`config.mk`:
```
export PLATFORM = sky130hd
export DESIGN_NAME = output_stream_tx
export DESIGN_NICKNAME = d
export VERILOG_FILES = /design/src/rtl/output_stream_tx.sv
export SDC_FILE = /design/constraint.sdc
export NUM_CORES = 1
export LEC_CHECK = 0
export ABC_AREA = 1
export CORE_MARGIN = 10
export CORE_UTILIZATION = 30
export CTS_BUF_LIST = sky130_fd_sc_hd__clkbuf_8
export CTS_CLUSTER_SIZE = 25
export DETAILED_ROUTE_END_ITERATION = 6
export GPL_ROUTABILITY_DRIVEN = 0
export GPL_TIMING_DRIVEN = 1
export PLACE_DENSITY = 0.54
export SLEW_MARGIN = 20
export SYNTH_ARGS = -nofsm -noshare
export SYNTH_HDL_FRONTEND = slang
export SYNTH_SLANG_ARGS = --single-unit
export TNS_END_PERCENT = 20
```
`constraint.sdc`:
```
create_clock -name clk -period 14 [get_ports clk]
set_input_delay 2.8 -clock clk [delete_from_list [all_inputs] [get_ports clk]]
set_output_delay 2.8 -clock clk [all_outputs]
set_load 0.03 [all_outputs]
```
`src/rtl/output_stream_tx.sv`:
```
// AXI-Stream result transmitter: FIFO-buffers datapath results and streams one frame of (R-K+1)*(C-K+1) beats.
// Optional TLAST generation is enabled by defining OUT_TLAST_EN; otherwise TLAST is tied low.
module output_stream_tx #(
  parameter int OUTW  = 69,
  parameter int R     = 9,
  parameter int C     = 8,
  parameter int MAXK  = 4,
  parameter int DEPTH = 8
) (
  input  logic                         clk,
  input  logic                         reset,
  input  logic                         start,
  input  logic [$clog2(MAXK+1)-1:0]    K,
  input  logic [OUTW-1:0]              in_data,
  input  logic                         in_valid,
  output logic                         in_ready,
  output logic [OUTW-1:0]              AXIS_TDATA,
  output logic                         AXIS_TVALID,
  input  logic                         AXIS_TREADY,
  output logic                         AXIS_TLAST,
  output logic                         frame_done
);

  localparam int PTR_BITS = $clog2(DEPTH);
  localparam int TOT_BITS = $clog2(R*C+1);
  localparam logic [PTR_BITS:0] FILL_MAX = (PTR_BITS+1)'(DEPTH);

  typedef enum logic [1:0] {IDLE, STREAM, DONE} state_t;

  state_t                state, state_nxt;
  logic [OUTW-1:0]       mem [DEPTH];
  logic [PTR_BITS-1:0]   wr_ptr, rd_ptr;
  logic [PTR_BITS:0]     fill;
  logic [TOT_BITS-1:0]   in_cnt, out_cnt, total, total_nxt;
  logic                  k_ok, accept_start, push, pop, is_last, last_pop, tvalid;

  // Kernel-size qualification and the frame length it implies.
  always_comb begin
    int k_int;
    // NOTE: every combinational output gets a default first so no path leaves it unassigned (no latch).
    k_int     = 32'(K);
    k_ok      = (k_int >= 1) && (k_int <= MAXK) && (k_int <= R) && (k_int <= C);
    total_nxt = TOT_BITS'((R - k_int + 1) * (C - k_int + 1));
  end

  assign accept_start = (state == IDLE) && start && k_ok;
  assign in_ready     = (state == STREAM) && (fill < FILL_MAX) && (in_cnt < total);
  assign tvalid       = (state == STREAM) && (fill != '0);
  assign push         = in_valid && in_ready;
  assign pop          = tvalid && AXIS_TREADY;
  assign is_last      = (out_cnt == total - TOT_BITS'(1));
  assign last_pop     = pop && is_last;

  assign AXIS_TVALID  = tvalid;
  assign AXIS_TDATA   = mem[rd_ptr];
  assign frame_done   = (state == DONE);

`ifdef OUT_TLAST_EN
  assign AXIS_TLAST = tvalid && is_last;
`else
  assign AXIS_TLAST = 1'b0;
`endif

  always_comb begin
    state_nxt = state;
    case (state)
      IDLE:    if (accept_start) state_nxt = STREAM;
      STREAM:  if (last_pop)     state_nxt = DONE;
      DONE:                      state_nxt = IDLE;
      default:                   state_nxt = IDLE;
    endcase
  end

  // NOTE: sequential state uses non-blocking assignments so all registers update from pre-edge values.
  always_ff @(posedge clk or negedge reset) begin
    if (!reset) begin
      state   <= IDLE;
      wr_ptr  <= '0;
      rd_ptr  <= '0;
      fill    <= '0;
      in_cnt  <= '0;
      out_cnt <= '0;
      total   <= '0;
    end else begin
      state <= state_nxt;
      if (accept_start) begin
        total   <= total_nxt;
        in_cnt  <= '0;
        out_cnt <= '0;
      end
      if (push) begin
        wr_ptr <= wr_ptr + PTR_BITS'(1);
        in_cnt <= in_cnt + TOT_BITS'(1);
      end
      if (pop) begin
        rd_ptr  <= rd_ptr + PTR_BITS'(1);
        out_cnt <= out_cnt + TOT_BITS'(1);
      end
      case ({push, pop})
        2'b10:   fill <= fill + (PTR_BITS+1)'(1);
        2'b01:   fill <= fill - (PTR_BITS+1)'(1);
        default: fill <= fill;
      endcase
    end
  end

  // NOTE: storage carries no reset; occupancy is tracked by fill, so stale entries are never presented.
  always_ff @(posedge clk) begin
    if (push) mem[wr_ptr] <= in_data;
  end

endmodule
```
Yosys cells after proc, flatten, opt, wreduce, memory -nomap -nowiden

Memory sizes are Yosys's and may differ from the RTL's.
Cells that the tools add are included.

Bits in registers: 33
Bits in writable memories: 552
Input port bits: 77
Output and inout port bits: 73
Word-level logic and storage cells: 55
Memories kept: 1

$add $sub $neg: 11
Multipliers: 1
Magnitude comparators: 4
Eq/ne operators: 7
Multiplexer cells: 9
Reductions and logical operators: 15

Memories:

| memory | depth | bits a word | rd ports | clocked after Yosys merged registers in | write ports | line | source |
|---|---|---|---|---|---|---|---|
| mem    | 8     | 69          | 1        | 0                                       | 1           | 31   | `logic [OUTW-1:0] mem [DEPTH];` |

Operators by type and width:

| cell                                                                                 | number |
|---|---|
| 7-bit two-way mux                                                                    | 3 |
| 7-bit by 1-bit adder with 7-bit output (second input constant)                       | 2 |
| 5-bit by 2-bit adder with 6-bit output (second input constant)                       | 2 |
| 4-bit by 3-bit subtractor with 5-bit output (first input constant)                   | 2 |
| 1-bit logical AND                                                                    | 9 |
| 4-bit case mux with 2 select lines                                                   | 1 |
| 7-bit equality test                                                                  | 1 |
| 7-bit less-than comparator                                                           | 1 |
| 6-bit by 6-bit multiplier with 7-bit output                                          | 1 |
| 7-bit by 1-bit subtractor with 7-bit output (second input constant)                  | 1 |
| 3-bit by 1-bit adder with 3-bit output (second input constant)                       | 2 |
| 2-bit nonzero test                                                                   | 3 |
| 4-bit by 1-bit adder with 4-bit output (second input constant)                       | 1 |
| 2-bit by 1-bit equality test with 1-bit output (second input constant)               | 2 |
| 2-bit equality test (second input constant)                                          | 2 |
| 4-bit less-than comparator (second input constant)                                   | 1 |
| 2-bit two-way mux                                                                    | 2 |
| 2-bit inequality test (second input constant)                                        | 2 |
| 2-bit case mux with 2 select lines                                                   | 1 |
| 4-bit nonzero test                                                                   | 1 |
| 4-bit by 1-bit subtractor with 4-bit output (second input constant)                  | 1 |
| 3-bit by 1-bit greater-or-equal comparator with 1-bit output (second input constant) | 1 |
| 3-bit less-or-equal comparator (second input constant)                               | 1 |
| 2-bit zero test                                                                      | 1 |
| other kinds (2)                                                                      | 3 |

Longest topological paths before layout

Gate-level depths: netlist of the first run.

Depth after elaboration: 6
Mapped depth: 26
Gate-level depth less buffers: 26

Worst setup path after synthesis of the first run

OpenSTA, ideal clock, no wires.

Path type: input to register
Start point: in in_valid
End point: mem mem[0][0], enable pin
Library setup time: 0.497 ns
Arrival time: 6.157 ns
Data required time: 13.503 ns
Slack: 7.346 ns
Stages: 4
Path buffers: 0
Path through: inv_1 nor2_1 nand2_1 nor2_1

Word-level cells in the longest chain between the ends: 3

RTL lines:

| element                                 | line | source |
|---|---|---|
| start: declaration                      | 15   | `input logic in_valid,` |
| 1-bit logical AND                       | 49   | `assign push = in_valid && in_ready;` |
| 1-bit two-way mux                       | 109  | `if (push) mem[wr_ptr] <= in_data;` |
| 1-bit two-way mux (implied by the code) | 109  |  |
| end: declaration                        | 31   |  |

Every way passes these cells.

Worst setup path after layout of the first run

Start point: reg rd_ptr[1]
End point: out AXIS_TDATA[4]

Word-level cells in the longest chain between the ends: 1

RTL lines:

| element                  | line | source |
|---|---|---|
| start: declaration       | 32   | `logic [PTR_BITS-1:0] wr_ptr, rd_ptr;` |
| start signal: assignment | 96   | `rd_ptr <= rd_ptr + PTR_BITS'(1);` |
| memory 8 x 69 bit        | -    |  |
| end: declaration         | 17   | `output logic [OUTW-1:0] AXIS_TDATA,` |

Every way passes these cells.

==> results of run 1 <==
## layer usage
layer  track usage [%]  vias up  part of all wire (%)
li1                  -     7176                     -
met5                 0        -                 0.095
met4             4.574       10                   2.4
met1             15.97     7486                    43
met3             2.709      108                   4.7
met2             22.31      329                    49
## cell type report
cell class,instances,area [µm²],area share [%]
sequential,584,17380,61.38
tap,1050,1314,4.638
timing repair buffer,174,1742,6.149
inverter,56,222.7,0.7863
multi-input combinational,1149,5712,20.17
antenna,2,5.005,0.01767
clock inverter,76,457.9,1.617
clock buffer,108,1486,5.248
## worst min path at each step
stage / startpoint / to / cells past startpoint
floorplan: fill[0] / fill[0] / 1
global placement: fill[0] / fill[0] / 1
detailed placement: fill[0] / fill[0] / 1
CTS: fill[0] / fill[0] / 1
global route: fill[0] / fill[0] / 1
finish: fill[0] / fill[0] / 1
## layout by cell type, fill, tap and decap left out, types with 2 or more instances in the layout
cell type / instances
buf_12: 2
clkinv_1: 18
nand2_1: 82
inv_1: 90
clkbuf_8: 108
a31oi_1: 69
nor2_1: 507
fa_1: 6
bufinv_16: 4
dfrtp_1: 30
buf_16: 2
clkinv_8: 2
xor2_1: 15
buf_4: 22
edfxtp_1: 552
or2_2: 2
o21ai_1: 79
ha_1: 34
clkdlybuf4s50_1: 148
xnor2_1: 11
inv_4: 2
a21oi_1: 3
clkinv_2: 9
inv_8: 4
dfrtp_4: 2
nand4_1: 3
o22ai_1: 71
nor2_4: 8
nand3b_1: 2
diode_2: 2
o21ai_0: 218
nand3_1: 25
nor3_1: 3
a21o_1: 2
conb_1: 2
## stage by stage
stage	hold slack (ns)	util, %
final	0.4864	35.91
after global routing	0.5215	35.91
after CTS	0.4890	35.84
after detailed placement	0.4762	33.37
after global placement	0.4699	33.32
after floorplan	0.4465	-
## state kept, by name, summed over array words and instances, names as in the netlist
name	count
mem	552
total	6
in_cnt	7
out_cnt	7
fill	4
rd_ptr	3
wr_ptr	3
state	2
## power breakdown
group          total [mW]  switching, mW  leakage (nW)  internal [mW]
clock                1.48          0.694          1.14          0.789
combinational        2.39           1.60          3.11          0.787
sequential           2.20         0.0908          5.38           2.11
## kinds of logic (layout without fill, tap and decap cells)
family	Yosys count	in the layout	share of synthesized area, %
other cells	1	4	0.01572
flops	584	584	72.86
fa+ha+maj	40	40	2.287
xor+xnor	26	26	0.9548
simple gates	635	635	10.26
buf+inv	165	414	3.457
compound gates	446	446	10.16
## worst max-delay path, stage by stage (launching register included)
cell and delay, ns:
dfrtp_4 0.73, inv_4 0.78, buf_4 0.81, o21ai_0 0.20, o22ai_1 0.16, nor2_1 0.05
a31oi_1 0.40, clkdlybuf4s50_1 0.76
==> run_results.csv, run 1 <==
group,metric,value,unit
floorplan,dieArea,91170,µm²
critical_path,cp-endpoint,"AXIS_TDATA[4]",
critical_path,path_class,"reg2out",
clock_network,clock_latency,0.71,ns
job,max_cap_viol_count,0,
critical_path,crit_required,11.20,ns
critical_path,arrival,4.71,ns
sta,finalMaxSlewViolations,0,
final_layout,drive_gt1_share,7.965,%
synth,synth_edf_count,552,
synth,synth.distinct_cells,39,
floorplan,die_h,302.0,µm
place,dp_hpwl,31.73,mm
sta,worst_pin_slew,1.089,ns
sta,finalSetupTns,0,ns
critical_path,reg2reg_slack,9.85,ns
clock_network,clk_pin_slew_worst_paths,0.06,ns
critical_path,end_kind,"output pin",
grt,grtUsageTotal,12.97,%
final_layout,finalNetCount,2184,
critical_path,cp-start-kind,"flop",
clock_network,cts_made_buffers,102,
synth,yosys-top-cells-count,"edfxtp_1, nor2_1, o21ai_0, nand2_1, o21ai_1",
sta,max-slew-margin-rel,27.43,%
critical_path,crit_fanout,73,
sta,grt_setup_unrepaired,"no",
critical_path,r2r-start,"in_cnt[4]",
route,viasPerCell,4.723,
critical_path,r2r_end,"mem[4][32]",
place,dp_cells,3011,
synth,post-synth-top-count-cell,"edfxtp_1",
sta,setup_viol,0,
route,route.antenna.remaining_nets,0,
clock_network,ctsHoldBuffers,0,
clock_network,cts-root-buf,"clkbuf_8",
synth,async_reset_ff_share,5.479,%
place,portBuffers,148,
critical_path,startpoint,"rd_ptr[1]",
floorplan,ioPinCount,150,
power_and_ir_drop,total_power,6.068,mW
sta,setup_slack,6.493,ns
route,wire_per_inst,18.83,µm
grt,grt_pass1_wl,91.77,mm
power_and_ir_drop,leakage,9.632,nW
synth,yosys_warnings,0,
min_path,min_path_type,"reg2reg",
route,first_pass_iters,4,
synth,synth_top_area_share,69.50,%
grt,grt-ovfl-total,0,
critical_path,r2r_cells,10,
clock_network,htreeDepth,3,
synth,synth_largest_area_cell,"edfxtp_1",
floorplan,initial_core_util,30.24,%
synth,synthesis.area,23850,µm²
clock_network,cts_buffer_depth,3,
synth,postSynthAreaPerCell,12.57,µm²
sta,min_period,7.507,ns
floorplan,die_x,302.0,µm
clock_network,postCtsSetupBuffers,0,
route,drtIter0Drc,915,
synth,synth_area_leaders,"edfxtp_1, nor2_1, o21ai_0",
sta,skew,0.04622,ns
synth,synth_ff_type,"edfxtp_1",
synth,synth-seq-area-share,72.86,%
sta,max_freq,133.2,MHz
clock_network,cts_resized,0,
place,place_area,26320,µm²
run_status,outcome,"complete, no violations",
floorplan,core,78870,µm²
power_and_ir_drop,peakVddDrop,0.1242,mV
synth,synth_seq_cells,584,
synth,synth_cells,1897,
clock_network,clock_sinks,584,
final_layout,final_cells,3199,
power_and_ir_drop,powerDensity,214.2,nW/µm²
grt,grt_start_max_net_pins,183,
route,wirelength,60.22,mm
grt,grt_pass1_vias,15497,
grt,antenna_found_initial,8,
place,place_ws,6.962,ns
final_layout,num-fill-cells,7718,
sta,post-route-period-util,53.62,%
route,drc,0,
final_layout,fin_area,28320,µm²
clock_network,cts_tree,"yes",
floorplan,placementRows,103,
route,vias,15109,
final_layout,syn_to_final_growth,18.76,%
sta,hold_viol,0,
(Power assumes the default switching activity.)
==> inputs of run 2 (changes only) <==
--- a/config.mk
+++ b/config.mk
@@ -13,7 +13,7 @@
 export DETAILED_ROUTE_END_ITERATION = 6
 export GPL_ROUTABILITY_DRIVEN = 0
 export GPL_TIMING_DRIVEN = 1
-export PLACE_DENSITY = 0.54
+export PLACE_DENSITY = 0.56
 export SLEW_MARGIN = 20
 export SYNTH_ARGS = -nofsm -noshare
 export SYNTH_HDL_FRONTEND = slang
==> constraint.sdc (replaced) <==
create_clock -name clk -period 6.8 [get_ports clk]
set_input_delay 1.36 -clock clk [delete_from_list [all_inputs] [get_ports clk]]
set_output_delay 1.36 -clock clk [all_outputs]
set_load 0.03 [all_outputs]
==> run_results.csv, run 2 (synthesis gave the netlist of run 1 again) <==
group,metric,value,unit
floorplan,die_x,302.0,µm
sta,max-slew-margin-rel,30.27,%
power_and_ir_drop,powerDensity,437.4,nW/µm²
sta,worst_pin_slew,1.044,ns
critical_path,end_kind,"output pin",
clock_network,cts_resized,0,
critical_path,crit_required,5.44,ns
sta,setup_viol,0,
run_status,outcome,"complete, no violations",
critical_path,crit_fanout,76,
critical_path,arrival,4.05,ns
floorplan,initial_core_util,30.24,%
power_and_ir_drop,leakage,9.509,nW
route,drc,0,
clock_network,clock_sinks,584,
clock_network,cts_made_buffers,99,
route,wl_met1,25.69,mm
final_layout,mostFrequentLayoutCells,"edfxtp_1, nor2_1, o21ai_0",
critical_path,reg2reg_slack,2.92,ns
route,wirelength,59.71,mm
route,drtIter0Drc,947,
final_layout,largestRegisters,"mem x552, in_cnt x7, out_cnt x7",
sta,post-route-period-util,79.61,%
final_layout,top_register,"mem",
floorplan,dieArea,91170,µm²
job,max_cap_viol_count,0,
route,top_layer_used,"met5",
grt,antenna_found_initial,7,
grt,grt_start_max_net_pins,239,
route,wl_met2,29.26,mm
clock_network,clk_pin_slew_worst_paths,0.07,ns
final_layout,drive_gt1_share,8.045,%
floorplan,ioPinCount,150,
sta,skew,0.02801,ns
route,met3_length,3.287,mm
clock_network,htreeDepth,3,
grt,grt_pass1_vias,15473,
final_layout,largest_register_ffs,552,
sta,finalSetupTns,0,ns
floorplan,placementRows,103,
floorplan,die_h,302.0,µm
route,first_pass_iters,5,
min_path,min_path_type,"reg2reg",
grt,grt_pass1_wl,92.25,mm
critical_path,path_class,"reg2out",
clock_network,cts-root-buf,"clkbuf_8",
place,dp_hpwl,31.62,mm
route,viasPerCell,4.751,
clock_network,ctsHoldBuffers,0,
final_layout,finalNetCount,2183,
route,vias,15151,
route,route.antenna.remaining_nets,0,
grt,grt-ovfl-total,0,
route,wire_per_inst,18.72,µm
clock_network,cts_tree,"yes",
sta,setup_slack,1.387,ns
sta,min_period,5.413,ns
clock_network,cts_buffer_depth,3,
clock_network,clock_latency,0.68,ns
sta,hold_viol,0,
place,portBuffers,148,
place,place_ws,1.118,ns
power_and_ir_drop,peakVddDrop,0.3112,mV
critical_path,cp-start-kind,"flop",
clock_network,postCtsSetupBuffers,0,
sta,max_freq,184.7,MHz
final_layout,num-fill-cells,7665,
sta,grt_setup_unrepaired,"no",
grt,grtUsageTotal,13.03,%
final_layout,final_common_cell,"edfxtp_1",
sta,finalMaxSlewViolations,0,
final_layout,syn_to_final_growth,18.32,%
floorplan,core,78870,µm²
run 2: cell types whose count changed in the layout (fill, tap and decap cells not counted), sizes merged:
cell,delta
buf,+2
bufinv,-2
clkbuf,-5
clkinv,+14
clkinvlp,+2
diode,-1
inv,-20
run 2: path summary, 6_finish.rpt:
path / startpoint / to / cells past startpoint
setup / recovery: rd_ptr[1] / AXIS_TDATA[50] / 7
hold / removal: fill[0] / fill[0] / 1
setup reg to reg: total[4] / mem[3][48] / 10
hold reg to reg: fill[0] / fill[0] / 1
max in group asynchronous: reset / rd_ptr[1] / 2
min in group asynchronous: reset / fill[1] / 2
run 2: power breakdown:
group	leakage, nW	switching, mW	internal [mW]
clock	0.999	1.39	1.48
combinational	3.13	3.29	1.64
sequential	5.38	0.199	4.33
run 2: stage by stage:
| step | util [%] | power (mW) | instance area [µm²] | hold slack [ns] | std cells |
|---|---|---|---|---|---|
| final | 35.78 | 12.34 | 28220 | 0.4784 | 3189 |
| after global routing | 35.78 | 13.20 | 28220 | 0.4944 | 3189 |
| after CTS | 35.74 | 12.57 | 28190 | 0.4829 | 3187 |
| after detailed placement | 33.46 | 9.636 | 26390 | 0.4686 | 3014 |
| after global placement | 33.46 | 9.539 | 26390 | 0.4679 | 3014 |
| after floorplan | - | 7.847 | 23850 | 0.4465 | 1898 |
run 2: critical path, cell delays in order, from the launching register on:
cell and delay (ns):
dfrtp_4 0.65, inv_4 0.79, buf_4 0.42, o21ai_1 0.11, o22ai_1 0.15, nor2_1 0.06
a31oi_1 0.37, clkdlybuf4s50_1 0.76
run 2: final cells by class:
class	instances	area [µm²]	area share (%)
antenna	1	2.502	0.008868
clock buffer	103	1418	5.024
clock inverter	70	377.9	1.339
inverter	56	222.7	0.7893
multi-input combinational	1149	5712	20.24
sequential	584	17380	61.61
tap	1050	1314	4.656
timing repair buffer	176	1787	6.332
run 2: metal layers:
layer  vias to the layer above  GRT usage, %
met5                         -             0
met4                        10         4.315
met3                       110         3.267
met2                       365         22.12
met1                      7491         16.06
li1                       7175             -
==> inputs of run 3 (changes only) <==
==> constraint.sdc (replaced) <==
create_clock -name clk -period 4.69 [get_ports clk]
set_input_delay 0.938 -clock clk [delete_from_list [all_inputs] [get_ports clk]]
set_output_delay 0.938 -clock clk [all_outputs]
set_load 0.03 [all_outputs]
==> run_results.csv, run 3 (synthesis gave the netlist of run 1 again) <==
group,metric,value,unit
grt,grt_pass1_vias,15964,
clock_network,htreeDepth,3,
grt,grtUsageTotal,13.08,%
critical_path,crit_chain,"clkinv_8 > buf_12 > buf_4 > o21ai_0 > o22ai_1 > nor2_1 > a31oi_1 > clkdlybuf4s50_1",
final_layout,largest_register_ffs,552,
power_and_ir_drop,leakage,9.765,nW
floorplan,die_x,302.0,µm
floorplan,die_h,302.0,µm
clock_network,clock_sinks,584,
power_and_ir_drop,powerDensity,635.6,nW/µm²
route,drc,0,
floorplan,dieArea,91170,µm²
sta,grt_setup_unrepaired,"yes",
sta,worst_pin_slew,0.8122,ns
place,dp_hpwl,33.19,mm
clock_network,clock_latency,0.69,ns
critical_path,slowest_delay,0.72,ns
clock_network,postCtsSetupBuffers,0,
sta,hold_viol,0,
grt,grt_pass1_wl,93.14,mm
critical_path,crit_fanout,50,
sta,max_freq,223.8,MHz
critical_path,r2r-start,"total[4]",
route,wire_per_inst,18.74,µm
sta,min_period,4.467,ns
clock_network,clk_pin_slew_worst_paths,0.06,ns
route,drtIter0Drc,1056,
min_path,whs_path_depth,1,
critical_path,path_class,"reg2out",
final_layout,drive_gt1_share,9.087,%
clock_network,cts_tree,"yes",
route,wirelength,60.32,mm
floorplan,placementRows,103,
final_layout,syn_to_final_growth,20.15,%
place,place_ws,-0.04401,ns
floorplan,initial_core_util,30.24,%
clock_network,cts-root-buf,"clkbuf_8",
critical_path,r2r_end,"mem[3][28]",
route,viasPerCell,4.772,
sta,max-slew-margin-rel,45.85,%
sta,skew,0.02822,ns
route,first_pass_iters,5,
route,route.antenna.remaining_nets,0,
final_layout,top_register,"mem",
power_and_ir_drop,peakVddDrop,0.3720,mV
floorplan,ioPinCount,150,
route,vias,15362,
critical_path,r2r_cells,10,
min_path,whs_endpoint,"fill[0]",
final_layout,final_common_cell,"edfxtp_1",
run_status,outcome,"complete, no violations",
critical_path,critPathTopFamily,"buffers and inverters",
critical_path,end_kind,"output pin",
final_layout,largestRegisters,"mem x552, in_cnt x7, out_cnt x7",
final_layout,mostFrequentLayoutCells,"edfxtp_1, nor2_1, o21ai_0",
clock_network,cts_buffer_depth,3,
job,max_cap_viol_count,0,
critical_path,cp_slowest_cell,"clkdlybuf4s50_1",
critical_path,arrival,3.53,ns
floorplan,core,78870,µm²
sta,setup_viol,0,
critical_path,reg2reg_slack,1.41,ns
clock_network,cts_made_buffers,99,
grt,grt_start_max_net_pins,93,
sta,setup_slack,0.2226,ns
critical_path,crit_buf_inv,4,
critical_path,cp-start-kind,"flop",
power_and_ir_drop,total_power,18.21,mW
min_path,hp-start,"fill[0]",
sta,post-route-period-util,95.25,%
grt,grt-ovfl-total,0,
grt,antenna_found_initial,5,
min_path,min_path_type,"reg2reg",
critical_path,crit_required,3.75,ns
final_layout,finalNetCount,2215,
sta,finalMaxSlewViolations,0,
place,portBuffers,148,
-- run 3: changes by cell type in the layout (fill, tap and decap cells not counted), sizes merged, moves of 2 or more --
| cell | change |
|---|---|
| buf | +33 |
| bufinv | +2 |
| clkbuf | -2 |
| clkinv | -20 |
| clkinvlp | +3 |
| inv | +15 |
-- run 3: final cells by class --
| class | instances | area, µm² |
|---|---|---|
| Multi-Input combinational cell | 1149 | 5712 |
| Fill cell | 7641 | 50220 |
| Tap cell | 1050 | 1314 |
| Clock buffer | 101 | 1390 |
| Sequential cell | 584 | 17380 |
| Inverter | 56 | 227.7 |
| Antenna cell | 1 | 2.502 |
| Clock inverter | 70 | 407.9 |
| Timing Repair Buffer | 208 | 2217 |
-- run 3: repair_timing --
| action | 4_1_cts | 5_1_grt |
|---|---|---|
| hold buffers | 0 | 0 |
| gates resized for setup | 0 | 1 |
| endpoints found under the setup margin | 0 | 6 |
-- run 3: report_power, final --
part | switching, mW | internal [mW] | total [mW]
registers | 0.281 | 6.28 | 6.56
logic | 4.84 | 2.60 | 7.44
clock network | 2.01 | 2.21 | 4.21
-- run 3: per-stage QoR --
step | setup TNS, ns | cells | hold slack [ns] | cell area [µm²] | utilization (%)
2_1_floorplan | -133.24 | 1898 | 0.4465 | 23850 | -
3_3_place_gp | -0.1024 | 3047 | 0.4650 | 26850 | 34.04
3_5_place_dp | -0.04401 | 3047 | 0.4834 | 26850 | 34.04
4_1_cts | 0 | 3218 | 0.4919 | 28650 | 36.32
5_1_grt | -0.07280 | 3219 | 0.5276 | 28660 | 36.33
6_report | 0 | 3219 | 0.4825 | 28660 | 36.33
-- run 3: worst register-to-register path, delay by kind of cell, from the launching register on --
family,cells,cell delay [ns]
and+or+nand+nor,5,1.59
buffers and inverters,2,0.40
adders and majority gates,1,0.30
AOI/OAI and AO/OA,2,0.28
DFF,1,0.40
-- run 3: per-layer routing --
| metal | GRT usage (%) | vias to the layer above | part of all wire (%) | wire length [µm] |
|---|---|---|---|---|
| met5 | 0 | - | 0.086 | 52 |
| met1 | 16.29 | 7644 | 44 | 26480 |
| met2 | 22.31 | 344 | 49 | 29300 |
| met3 | 2.909 | 128 | 4.8 | 2912 |
| li1 | - | 7238 | - | - |
| met4 | 4.244 | 8 | 2.6 | 1570 |
-- run 3: how the worst max path moves through the flow --
stage               cells past startpoint      start        endpoint  slack, ns
floorplan                               8  in_cnt[4]       mem[0][0]      -0.25
global placement                       24       K[0]        total[6]      -0.10
detailed placement                     24       K[0]        total[6]      -0.04
CTS                                     8  rd_ptr[0]  AXIS_TDATA[39]       0.07
global route                            6  rd_ptr[0]   AXIS_TDATA[9]      -0.04
finish                                  8  rd_ptr[0]  AXIS_TDATA[10]       0.22
